File: src/rtl/audio_capture_pkg.sv
// ============================================================================
// Module   : audio_capture_pkg
// Brief    : Shared types and constants for the audio capture MM writer.
// Revision : 1.0 - initial release
// ============================================================================
`default_nettype none
`timescale 1ns/1ps

package audio_capture_pkg;

    localparam int         SAMPLE_W = 16;
    localparam logic [3:0] BE_FULL  = 4'hF;
    localparam logic [3:0] BE_LOW   = 4'h3;

    typedef enum logic [1:0] {
        ST_IDLE    = 2'd0,
        ST_CAPTURE = 2'd1,
        ST_FLUSH   = 2'd2,
        ST_DONE    = 2'd3
    } state_t;

endpackage

`default_nettype wire

File: src/rtl/audio_capture_mm_writer_packer.sv
// ============================================================================
// Module   : sample_packer_16to32
// Brief    : Pairs 16-bit samples into 32-bit words, low sample first.
// Revision : 1.0 - initial release
// ============================================================================
`default_nettype none
`timescale 1ns/1ps

module sample_packer_16to32
    import audio_capture_pkg::*;
(
    input  logic                  clk,
    input  logic                  reset_n,
    input  logic                  clear,
    input  logic                  accept,
    input  logic                  take_partial,
    input  logic [SAMPLE_W-1:0]   sample,
    output logic                  half,
    output logic [SAMPLE_W-1:0]   low,
    output logic                  word_done,
    output logic [2*SAMPLE_W-1:0] word
);

    logic                r_half;
    logic [SAMPLE_W-1:0] r_low;

    always_ff @(posedge clk or negedge reset_n) begin
        if (!reset_n) begin
            r_half <= 1'b0;
            r_low  <= '0;
        end else begin
            if (clear || take_partial) begin
                r_half <= 1'b0;
            end else if (accept) begin
                r_half <= ~r_half;
            end
            if (accept && !r_half) begin
                r_low <= sample;
            end
        end
    end

    // The completed word is presented combinationally so the write stage can
    // register it on the same edge that accepts the high sample.
    assign half      = r_half;
    assign low       = r_low;
    assign word_done = accept && r_half;
    assign word      = {sample, r_low};

endmodule

`default_nettype wire

File: src/rtl/audio_capture_mm_writer.sv
// ============================================================================
// Module   : audio_capture_mm_writer
// Brief    : Avalon-MM write master packing audio samples into a RAM buffer.
// Revision : 1.0 - initial release
// ============================================================================
`default_nettype none
`timescale 1ns/1ps

module audio_capture_mm_writer
    import audio_capture_pkg::*;
#(
    parameter int ADDR_W      = 17,
    parameter int DEPTH_WORDS = 100000,
    parameter int BASE_WORD   = 0
) (
    input  logic              clk,
    input  logic              reset_n,
    input  logic              start,
    input  logic              stop,
    input  logic              oneshot,
    input  logic              snk_valid,
    input  logic [15:0]       snk_data,
    output logic              snk_ready,
    output logic [ADDR_W-1:0] m_address,
    output logic [3:0]        m_byteenable,
    output logic              m_chipselect,
    output logic              m_write,
    output logic [31:0]       m_writedata,
    output logic              m_clken,
    input  logic              m_waitrequest,
    output logic              busy,
    output logic              done,
    output logic              wrapped,
    output logic [ADDR_W-1:0] words_written
);

    localparam logic [ADDR_W-1:0] c_last = ADDR_W'(DEPTH_WORDS - 1);
    localparam logic [ADDR_W-1:0] c_base = ADDR_W'(BASE_WORD);
    localparam logic [ADDR_W-1:0] c_one  = ADDR_W'(1);

    state_t              r_state;
    state_t              w_state_next;
    logic                r_oneshot;
    logic                r_pending;
    logic                r_wrapped;
    logic                r_clken;
    logic [ADDR_W-1:0]   r_wr_ptr;
    logic [31:0]         r_data;
    logic [3:0]          r_be;

    logic                w_accept;
    logic                w_half;
    logic [SAMPLE_W-1:0] w_low;
    logic                w_word_done;
    logic [31:0]         w_word;
    logic                w_wr_done;
    logic                w_at_last;
    logic                w_full_stop;
    logic                w_oneshot_full;
    logic                w_start_ok;
    logic                w_flush_partial;

    assign w_accept        = snk_valid && snk_ready;
    assign w_wr_done       = r_pending && !m_waitrequest;
    assign w_at_last       = (r_wr_ptr == c_last);
    assign w_full_stop     = r_oneshot && w_wr_done && w_at_last;
    // Once the final one-shot word is in the write stage nothing more may be taken.
    assign w_oneshot_full  = r_oneshot && r_pending && w_at_last;
    assign w_start_ok      = start && ((r_state == ST_IDLE) || (r_state == ST_DONE));
    assign w_flush_partial = (r_state == ST_FLUSH) && !r_pending && w_half;

    sample_packer_16to32 u_packer (
        .clk          (clk),
        .reset_n      (reset_n),
        .clear        (w_start_ok),
        .accept       (w_accept),
        .take_partial (w_flush_partial),
        .sample       (snk_data),
        .half         (w_half),
        .low          (w_low),
        .word_done    (w_word_done),
        .word         (w_word)
    );

    always_ff @(posedge clk or negedge reset_n) begin
        if (!reset_n) begin
            r_state <= ST_IDLE;
        end else begin
            r_state <= w_state_next;
        end
    end

    always_comb begin
        w_state_next = r_state;
        case (r_state)
            ST_IDLE, ST_DONE: begin
                if (start) w_state_next = ST_CAPTURE;
            end
            ST_CAPTURE: begin
                if (w_full_stop)  w_state_next = ST_DONE;
                else if (stop)    w_state_next = ST_FLUSH;
            end
            ST_FLUSH: begin
                if (w_full_stop || (!r_pending && !w_half)) w_state_next = ST_DONE;
            end
            default: w_state_next = ST_IDLE;
        endcase
    end

    always_comb begin
        busy      = 1'b0;
        done      = 1'b0;
        snk_ready = 1'b0;
        case (r_state)
            ST_CAPTURE: begin
                busy      = 1'b1;
                snk_ready = !(r_pending && w_half) && !w_oneshot_full;
            end
            ST_FLUSH: busy = 1'b1;
            ST_DONE:  done = 1'b1;
            default:  ;
        endcase
    end

    always_ff @(posedge clk or negedge reset_n) begin
        if (!reset_n) begin
            r_clken   <= 1'b0;
            r_oneshot <= 1'b0;
            r_pending <= 1'b0;
            r_wrapped <= 1'b0;
            r_wr_ptr  <= '0;
            r_data    <= '0;
            r_be      <= '0;
        end else begin
            r_clken <= 1'b1;
            if (w_start_ok) begin
                r_oneshot <= oneshot;
                r_pending <= 1'b0;
                r_wrapped <= 1'b0;
                r_wr_ptr  <= '0;
            end else begin
                if (w_wr_done) begin
                    r_pending <= 1'b0;
                    // One-shot leaves the pointer at DEPTH_WORDS as the final count.
                    if (!r_oneshot && w_at_last) begin
                        r_wr_ptr  <= '0;
                        r_wrapped <= 1'b1;
                    end else begin
                        r_wr_ptr <= r_wr_ptr + c_one;
                    end
                end
                if (w_word_done) begin
                    r_pending <= 1'b1;
                    r_data    <= w_word;
                    r_be      <= BE_FULL;
                end else if (w_flush_partial) begin
                    r_pending <= 1'b1;
                    r_data    <= {16'h0000, w_low};
                    r_be      <= BE_LOW;
                end
            end
        end
    end

    assign m_write       = r_pending;
    assign m_chipselect  = r_pending;
    assign m_address     = r_pending ? (c_base + r_wr_ptr) : '0;
    assign m_writedata   = r_data;
    assign m_byteenable  = r_be;
    assign m_clken       = r_clken;
    assign wrapped       = r_wrapped;
    assign words_written = r_wr_ptr;

endmodule

`default_nettype wire
File: config.mk
export PLATFORM = sky130hd
export DESIGN_NAME = audio_capture_mm_writer
export DESIGN_NICKNAME = d
export VERILOG_FILES = /design/src/rtl/audio_capture_pkg.sv /design/src/rtl/audio_capture_mm_writer_packer.sv /design/src/rtl/audio_capture_mm_writer.sv
export SDC_FILE = /design/constraint.sdc
export NUM_CORES = 1
export LEC_CHECK = 0
export ABC_AREA = 1
export BUFFER_PORTS_ARGS = -buffer_cell sky130_fd_sc_hd__buf_2
export CAP_MARGIN = 0
export CORE_ASPECT_RATIO = 1.4
export CORE_MARGIN = 2
export CORE_UTILIZATION = 45
export CTS_BUF_LIST = sky130_fd_sc_hd__clkbuf_16
export DETAILED_ROUTE_END_ITERATION = 10
export PLACE_DENSITY = 0.67
export SYNTH_ARGS = -nofsm -noshare
export SYNTH_HDL_FRONTEND = slang
export SYNTH_SLANG_ARGS = --single-unit
File: constraint.sdc
create_clock -name clk -period 2.06 [get_ports clk]
set_clock_uncertainty 0.2 [all_clocks]
set_input_delay 0.103 -clock clk [delete_from_list [all_inputs] [get_ports clk]]
set_output_delay 0.103 -clock clk [all_outputs]
set_load 0.005 [all_outputs]
After elaboration in Yosys (flattened, before gate mapping)
Cells that the tools add are included.

operators by class
  $add $sub $neg = 1
  eq/ne operators = 7
  muxes and demuxes = 25
  bitwise gates (word level) = 2
  reduce and logical (&&, ||, !) cells = 35

operator list
  cell                                                              count
  17-bit 2-to-1 mux                                                 4
  32-bit 2-to-1 mux                                                 2
  17-bit by 1-bit adder with 17-bit output (second input constant)  1
  17-bit == test (second input constant)                            1
  1-bit logical AND                                                 15
  1-bit 2-to-1 mux                                                  12
  2-bit 2-to-1 mux                                                  4
  4-bit 2-to-1 mux                                                  2
  2-bit nonzero test                                                4
  1-bit logical NOT                                                 6
  2-bit case mux with 3 select lines                                1
  2-bit == test (second input constant)                             2
  2-bit AND reduction                                               2
  4-bit nonzero test                                                1
  2-bit OR reduction                                                2
  1-bit logical OR                                                  3
  3-bit != test (second input constant)                             1
  3-bit AND reduction                                               1
  2-bit by 1-bit == test with 1-bit output (second input constant)  1
  2-bit logical NOT                                                 1
  2-bit by 1-bit != test with 1-bit output (second input constant)  1
  2-bit != test (second input constant)                             1
  1-bit NOT                                                         2

word-level totals
  bits in registers = 76
  input port bits = 23
  output and inout port bits = 77

Depth between registers and ports, before layout
Gate-level depths: netlist of the first run.

  depth after elaboration = 9
  depth in mapped cells = 12
  mapped depth without buffers = 11

Modules after synthesis
From an unflattened synthesis of the first run, not the netlist that was laid out.

second synthesis, totals
  cell total of the unflattened synthesis = 534
  area total of the unflattened synthesis = 4098.9 µm²

by module, submodules not included
  module                   times used  cells each  area an instance (µm²)  sequential area each (µm²)
  audio_capture_mm_writer  1           425         3161.8                  1426.4
  sample_packer_16to32     1           109         937.1                   425.4

Least setup slack after synthesis of the first run
OpenSTA, ideal clock, no wires.

  path kind = reg2reg
  start = register r_state[0]
  end = register r_wr_ptr[12], in the netlist words_written[12]
  data arrival time = 1.575 ns
  required time = 1.739 ns
  path slack = 0.164 ns
  stages on the path, launching flop included = 12
  path buffers = 0
  period minus slack after synthesis = 1.896 ns
  cells stage by stage = dfrtp_1 -> inv_1 -> ha_1 -> nand2_2 -> nand2_4 -> nand2_1 -> nor2_1 -> nand2_1 -> nor2_1 -> nand3_1 -> nand2_1 -> a21oi_1

on the way
  word-level cells in the longest chain between the ends = 4
  elaborated cells on any way between the ends = 6

RTL lines
  item                                                            line                            source
  start, declared                                                 audio_capture_mm_writer.sv:41   state_t r_state;
  start signal, assigned                                          audio_capture_mm_writer.sv:89   r_state <= w_state_next;
  2-bit == test / 2-bit logical NOT (equally long branches)       audio_capture_mm_writer.sv:69   assign w_start_ok = start && ((r_state == ST_IDLE) || (r_state == ST_DONE));
  1-bit logical OR *                                              audio_capture_mm_writer.sv:69
  1-bit logical AND *                                             audio_capture_mm_writer.sv:69
  17-bit 2-to-1 mux / 2-bit nonzero test (equally long branches)  n/a
  end signal, assigned                                            audio_capture_mm_writer.sv:149  r_wr_ptr <= r_wr_ptr + c_one;
  end, declared                                                   audio_capture_mm_writer.sv:47   logic [ADDR_W-1:0] r_wr_ptr;

Every way passes the cells marked *; elsewhere a longest branch is shown, timed or not.
A chain may end at the register's enable or synchronous reset.

Worst setup path after layout of the first run
  start = register r_state[0]
  end = register r_wr_ptr[11], in the netlist words_written[11]

Same word-level chain as after synthesis.

==> results of run 1 <==
## tightest hold or removal path, delay by kind of cell
kind / cells / cell delay, ns
and+or+nand+nor: 2 / 0.11
buffers and inverters: 1 / 0.10
AOI/OAI and AO/OA: 2 / 0.22
## logic make-up (layout without fill, tap and decap cells)
kind of cell	Yosys count	count (layout)	synth area share
buf+inv	77	213	0.09847
fa+ha+maj	4	4	0.01363
other cells	1	1	0.001021
compound gates	39	39	0.05622
flops	74	74	0.5043
simple gates	260	261	0.3169
xor+xnor	4	4	0.009539
## metal layers
layer  track usage  routed length, microns  vias up  part of all wire
met4       0.09266                     184        0             0.020
met5             0                       0        -                 0
met1        0.2422                    3578     1591              0.38
met3       0.05537                     525       15             0.056
li1              -                       -     1685                 -
met2        0.3850                    5007      103              0.54
## sequential cells by signal, summed over array words and instances, names as in the netlist
signal and flops:
m_writedata 32, r_state 2, u_packer.low 16, wrapped 1
m_byteenable 2, words_written 17, m_clken 1, m_chipselect 1
u_packer.half 1, r_oneshot 1
## cells in the mapped netlist, types with 3 or more instances
master,n,share of area
nand4_1,5,0.0085
nand3_1,33,0.045
buf_4,4,0.0082
xor2_1,4,0.0095
dfrtp_1,74,0.50
nand2_2,3,0.0051
nor3_1,5,0.0068
nor2_1,26,0.027
a21oi_1,7,0.0095
o21ai_0,26,0.035
ha_1,4,0.014
nand2_1,172,0.18
buf_2,4,0.0055
buf_6,7,0.021
clkbuf_1,4,0.0041
inv_1,55,0.056
nand2_4,4,0.012
## power by group through the flow
stage          Combinational [mW]  Clock (mW)  Sequential (mW)
3_5_place_dp                 2.23           0             2.36
5_1_grt                      2.60        1.90             2.41
4_1_cts                      2.26        1.82             2.35
3_3_place_gp                 2.16           0             2.35
2_1_floorplan                1.33           0             2.35
6_report                     2.31        1.78             2.35
## final cells by class
| cell class | instances | area, sq um | share of cell area |
|---|---|---|---|
| inverter | 57 | 214.0 | 0.04351 |
| sequential | 74 | 1852 | 0.3766 |
| multi-input combinational | 309 | 1490 | 0.3031 |
| clock inverter | 7 | 117.6 | 0.02392 |
| clock buffer | 9 | 225.2 | 0.04580 |
| timing repair buffer | 140 | 890.9 | 0.1812 |
| tap | 102 | 127.6 | 0.02595 |
## timing repair
action | CTS | global route
hold buffers | 20 | 0
hold endpoints to repair | 61 | 0
setup buffers | 0 | 2
resized for setup | 0 | 7
endpoints found under the setup margin | 0 | 40
## cells in the final DEF, fill, tap and decap left out, drive strengths merged
master / Yosys / final
xor2: 4 / 4
nand2: 180 / 180
nor4: 1 / 1
clkinv: 0 / 1
buf: 16 / 120
clkbuf: 4 / 9
or2: 2 / 2
a21oi: 7 / 7
o221ai: 1 / 1
nand3b: 1 / 1
o21ai: 28 / 28
clkinvlp: 0 / 3
nor2: 31 / 32
o211ai: 1 / 1
nand3: 33 / 33
dlygate4sd3: 0 / 20
nand4: 7 / 7
conb: 1 / 1
ha: 4 / 4
o21a: 2 / 2
bufinv: 0 / 3
nor3: 5 / 5
inv: 57 / 57
dfrtp: 74 / 74
## through the flow
step                hold WS, ns  setup WS, ns  area, sq um  std cells  setup TNS [ns]
CTS                     0.03691       0.04501         4858        695               0
global placement       -0.03671       0.09159         4315        659               0
finish                  0.04559       0.06242         4917        698               0
floorplan               -0.3926        0.1638         3672        459               0
global route            0.05531      -0.01552         4917        698        -0.02314
detailed placement     -0.03344       0.05867         4315        659               0
## final timing paths
path / startpoint / to / slack (ns) / depth (start not counted)
setup / recovery: r_state[0] / words_written[11] / 0.06 / 11
hold / removal: m_waitrequest / r_state[1] / 0.05 / 5
setup reg to reg: r_state[0] / words_written[11] / 0.06 / 11
hold reg to reg: m_writedata[29] / m_writedata[29] / 0.27 / 2
max in group asynchronous: reset_n / m_writedata[14] / 0.95 / 3
min in group asynchronous: reset_n / words_written[2] / 0.14 / 2
==> out/results.tsv, run 1 <==
stage	metric	value	unit
floorplan	boundaryPins	100	
finish	nets	618	
synth	ys_seq_area_frac	0.5043	
routing	avgRoutedWirePerCell	13.32	microns
power	p_sw_frac	0.3617	
sta	worst_slew_pin_slew	0.6567	ns
routing	drc	0	
floorplan	initial_core_util	0.4561	
worst_setup_path	critical_path_required	2.08	ns
power	switching_power	2.329	mW
clocking	clockBufferDepth	2	
worst_setup_path	cp_max_fo	4	
synth	syn_area_per_cell	8.001	sq um
sta	period_minus_slack	1.998	ns
routing	drt_iter0_markers	128	
grt	grt_overflow	0	
power	p_int	4.110	mW
synth	syn_area	3672	sq um
worst_setup_path	critPathMaxStageDelay	0.40	ns
synth	synth_cell_types	34	
clocking	clock_sinks	74	
finish	fillers	710	
clocking	cts_tree	done	
sta	final.period_utilization	0.9697	
routing	viasPerCell	4.862	
finish	diodes	0	
floorplan	die_w	80.35	microns
synth	ys_ff_latch	74	
sta	slew_violations	0	
sta	rsz0062_at_grt	yes	
worst_setup_path	crit_family	simple AND/OR/NAND/NOR gates	
place	port_buffers	99	
synth	netlist_instances	459	
finish	postLayoutCoreUtil	0.6107	
finish	areaGrowthSynthToFinish	33.90	%
power	fin_total_pwr	6.438	mW
clocking	cts-root-buf	clkbuf_16	
outcome	status	finished, final reports clean	
clocking	cts_buffers	9	
floorplan	die-area	8909	sq um
worst_setup_path	cpMaxStageDelayCell	dfrtp_1	
routing	dr.pass1.iters	5	
grt	antenna_found_initial	0	
place	gp_congestion	0.9140	
grt	grt_pass1_vias	3295	
power	power_density	1309	nW/um^2
flow_run	cap_violations	0	
worst_setup_path	startpoint_type	flip-flop	
worst_setup_path	crit_path_end_kind	flip-flop	
power	seqPwrFrac	0.365	
floorplan	rows	39	
min_path	hold_path_class	in -> reg	
grt	grt_pass1_wl	15070	microns
floorplan	die_height	110.9	microns
grt	track_usage	0.2180	
worst_setup_path	path_class	reg -> reg	
worst_setup_path	path_common_cell	nand2_1	
synth	syn-num-nets	486	
place	dp_hpwl	6705	microns
routing	num_vias	3394	
worst_setup_path	crit_buf_inv	1	
clocking	worstSkewPairLatency	0.33	ns
clocking	h-tree-depth	3	
power	combPwrFrac	0.358	
clocking	path_clk_slew	0.06	ns
grt	grt_start_max_net_pins	35	
worst_setup_path	path_cells	inv_1 > ha_1 > nand2_2 > nand2_4 > nand2_1 > nor2_2 > nand2_1 > nor2_1 > nand3_1 > nand2_1 > nor2_1	
sta	max_slew_margin	0.5622	
routing	wirelength	9295	microns
worst_setup_path	arrival	2.01	ns
power	p_leak	2.877	nW
floorplan	design.core.area	8051	sq um
sta	setup_viol	0	
power	vdd_drop_max	0.8857	mV
synth	ys_warn_count	0	
synth	synth_edf_count	0	
routing	ant_nets	0	
synth	synthArstFlopShare	1.000	
finish	drive_above_1_share	0.2651	
synth	synth_ff_type	dfrtp_1	
sta	finalHoldViolCount	0	
power	clkPwrFrac	0.277	
sta	fmax	500.6	MHz
(Power assumes the default switching activity.)
==> run 2, diff against run 1 <==
- BUFFER_PORTS_ARGS: -buffer_cell sky130_fd_sc_hd__buf_2 -> -buffer_cell sky130_fd_sc_hd__clkbuf_2
==> out/results.tsv, run 2 (synthesis results as in run 1) <==
stage	metric	value	unit	change
outcome	status	finished, final reports clean		unchanged
grt	grt_start_max_net_pins	47		was 35
worst_setup_path	crit_path_end_kind	output port		was flip-flop
worst_setup_path	cpMaxStageDelayCell	dfrtp_1		unchanged
routing	drc	0		unchanged
worst_setup_path	startpoint_type	flip-flop		unchanged
routing	dr.pass1.iters	5		unchanged
power	vdd_drop_max	0.8118	mV	was 0.8857 mV
worst_setup_path	path_class	reg -> out		was reg -> reg
grt	grt_pass1_wl	14810	microns	was 15070 microns
sta	fmax	507.6	MHz	was 500.6 MHz
worst_setup_path	path_common_cell	inv_2		was nand2_1
grt	track_usage	0.2164		was 0.2180
place	gp_congestion	0.9190		was 0.9140
routing	ant_nets	0		unchanged
floorplan	die-area	8909	sq um	unchanged
clocking	cts_tree	done		unchanged
clocking	cts-root-buf	clkbuf_16		unchanged
routing	drt_iter0_markers	155		was 128
routing	viasPerCell	4.798		was 4.862
sta	setup_tns	0	ns	unchanged
sta	slew_violations	0		unchanged
finish	largest_register_ffs	32		unchanged
place	dp_hpwl	6472	microns	was 6705 microns
floorplan	boundaryPins	100		unchanged
finish	nets	622		was 618
worst_setup_path	critical_path_required	1.76	ns	was 2.08 ns
routing	wirelength	9363	microns	was 9295 microns
floorplan	initial_core_util	0.4561		unchanged
clocking	clockBufferDepth	2		unchanged
grt	grt_overflow	0		unchanged
worst_setup_path	critPathMaxStageDelay	0.41	ns	was 0.40 ns
sta	setup_viol	0		unchanged
clocking	cts_buffers	9		unchanged
finish	drive_above_1_share	0.2800		was 0.2651
clocking	worstSkewPairLatency	0.34	ns	was 0.33 ns
floorplan	die_w	80.35	microns	unchanged
finish	diodes	0		unchanged
finish	layout_common_cells	nand2_1, clkbuf_2, dfrtp_1, inv_1, nand3_1		was nand2_1, buf_2, dfrtp_1, inv_1, nand3_1
sta	final.period_utilization	0.9563		was 0.9697
clocking	h-tree-depth	3		unchanged
min_path	hold_path_class	in -> reg		unchanged
sta	finalHoldViolCount	0		unchanged
worst_setup_path	reg2reg_slack	0.12	ns	was 0.06 ns
routing	avgRoutedWirePerCell	13.34	microns	was 13.32 microns
flow_run	cap_violations	0		unchanged
routing	num_vias	3368		was 3394
power	power_density	1335	nW/um^2	was 1309 nW/um^2
floorplan	rows	39		unchanged
place	port_buffers	99		unchanged
finish	final_cells	702		was 698
worst_setup_path	path_cells	ha_1 > nand3_1 > inv_2 > nand4_4 > inv_2 > nor2_4 > clkbuf_2		was inv_1 > ha_1 > nand2_2 > nand2_4 > nand2_1 > nor2_2 > nand2_1 > nor2_1 > nand3_1 > nand2_1 > nor2_1
clocking	path_clk_slew	0.06	ns	about the same
finish	areaGrowthSynthToFinish	36.29	%	was 33.90%
floorplan	die_height	110.9	microns	unchanged
place	dp.cells	658		was 659
sta	period_minus_slack	1.970	ns	was 1.998 ns
grt	antenna_found_initial	0		unchanged
power	p_leak	2.879	nW	was 2.877 nW
worst_setup_path	arrival	1.67	ns	was 2.01 ns
finish	final_common_cell	nand2_1		unchanged
worst_setup_path	cp_max_fo	5		was 4
floorplan	design.core.area	8051	sq um	unchanged
clocking	clock_sinks	74		unchanged
grt	grt_pass1_vias	3260		was 3295
[run 2: cell types whose count changed in the layout (fill, tap and decap cells not counted), sizes merged]
cell,change
buf,-95
bufinv,+1
clkinvlp,-2
nand2,+1
clkbuf,+98
inv,+1
[run 2: timing repair]
action | in CTS | in global routing
hold buffers | 20 | 0
gates resized for setup | 0 | 15
setup buffers | 0 | 6
endpoints found under the hold margin | 110 | 0
endpoints found under the setup margin | 0 | 50
[run 2: area by class of cell]
type                    instances  area, sq um
inverters                      57        217.7
flip-flops and latches         74         1852
clock inverters                 7        148.9
well taps                     102        127.6
clock buffers                   9        225.2
multi-input cells             310         1530
repair buffers                143        903.4
fillers                       688         3047
[run 2: final timing paths]
kind | startpoint | to | depth (start not counted)
setup reg to reg | r_state[0] | wrapped | 8
min in group asynchronous | reset_n | words_written[15] | 2
max in group asynchronous | reset_n | m_writedata[18] | 3
hold reg to reg | m_writedata[16] | m_writedata[16] | 2
setup / recovery | words_written[1] | snk_ready | 7
hold / removal | m_waitrequest | r_state[0] | 5
[run 2: metrics by stage]
step | cell area, sq um | worst slack, ns | total power [mW] | util | hold WS [ns]
final | 5005 | 0.09002 | 6.681 | 0.6216 | 0.02233
after global routing | 5005 | -0.0009768 | 7.155 | 0.6216 | 0.06020
after CTS | 4872 | 0.04308 | 6.584 | 0.6051 | 0.02880
after detailed placement | 4298 | 0.05543 | 4.579 | 0.5338 | -0.1468
after global placement | 4298 | 0.07196 | 4.517 | 0.5338 | -0.1456
after floorplan | 3672 | 0.1638 | 3.680 | - | -0.3926
[run 2: layer usage]
metal	track usage	up-vias	share of wire
met5	0	-	0
met4	0.1232	0	0.026
met3	0.03746	20	0.042
met2	0.3783	86	0.54
met1	0.2411	1569	0.39
li1	-	1693	-
[run 2: where the power goes]
part / internal [mW] / switching [mW]
clock network: 1.32 / 0.625
logic: 0.970 / 1.41
registers: 2.00 / 0.355
total: 4.29 / 2.39
[run 2: critical path: cells and delay by family (launching register included)]
kind / cells / cell delay, ns
AND/OR/NAND/NOR: 3 / 0.41
flip-flops: 1 / 0.41
buffers and inverters: 3 / 0.31
adder cells (fa/ha/maj): 1 / 0.21
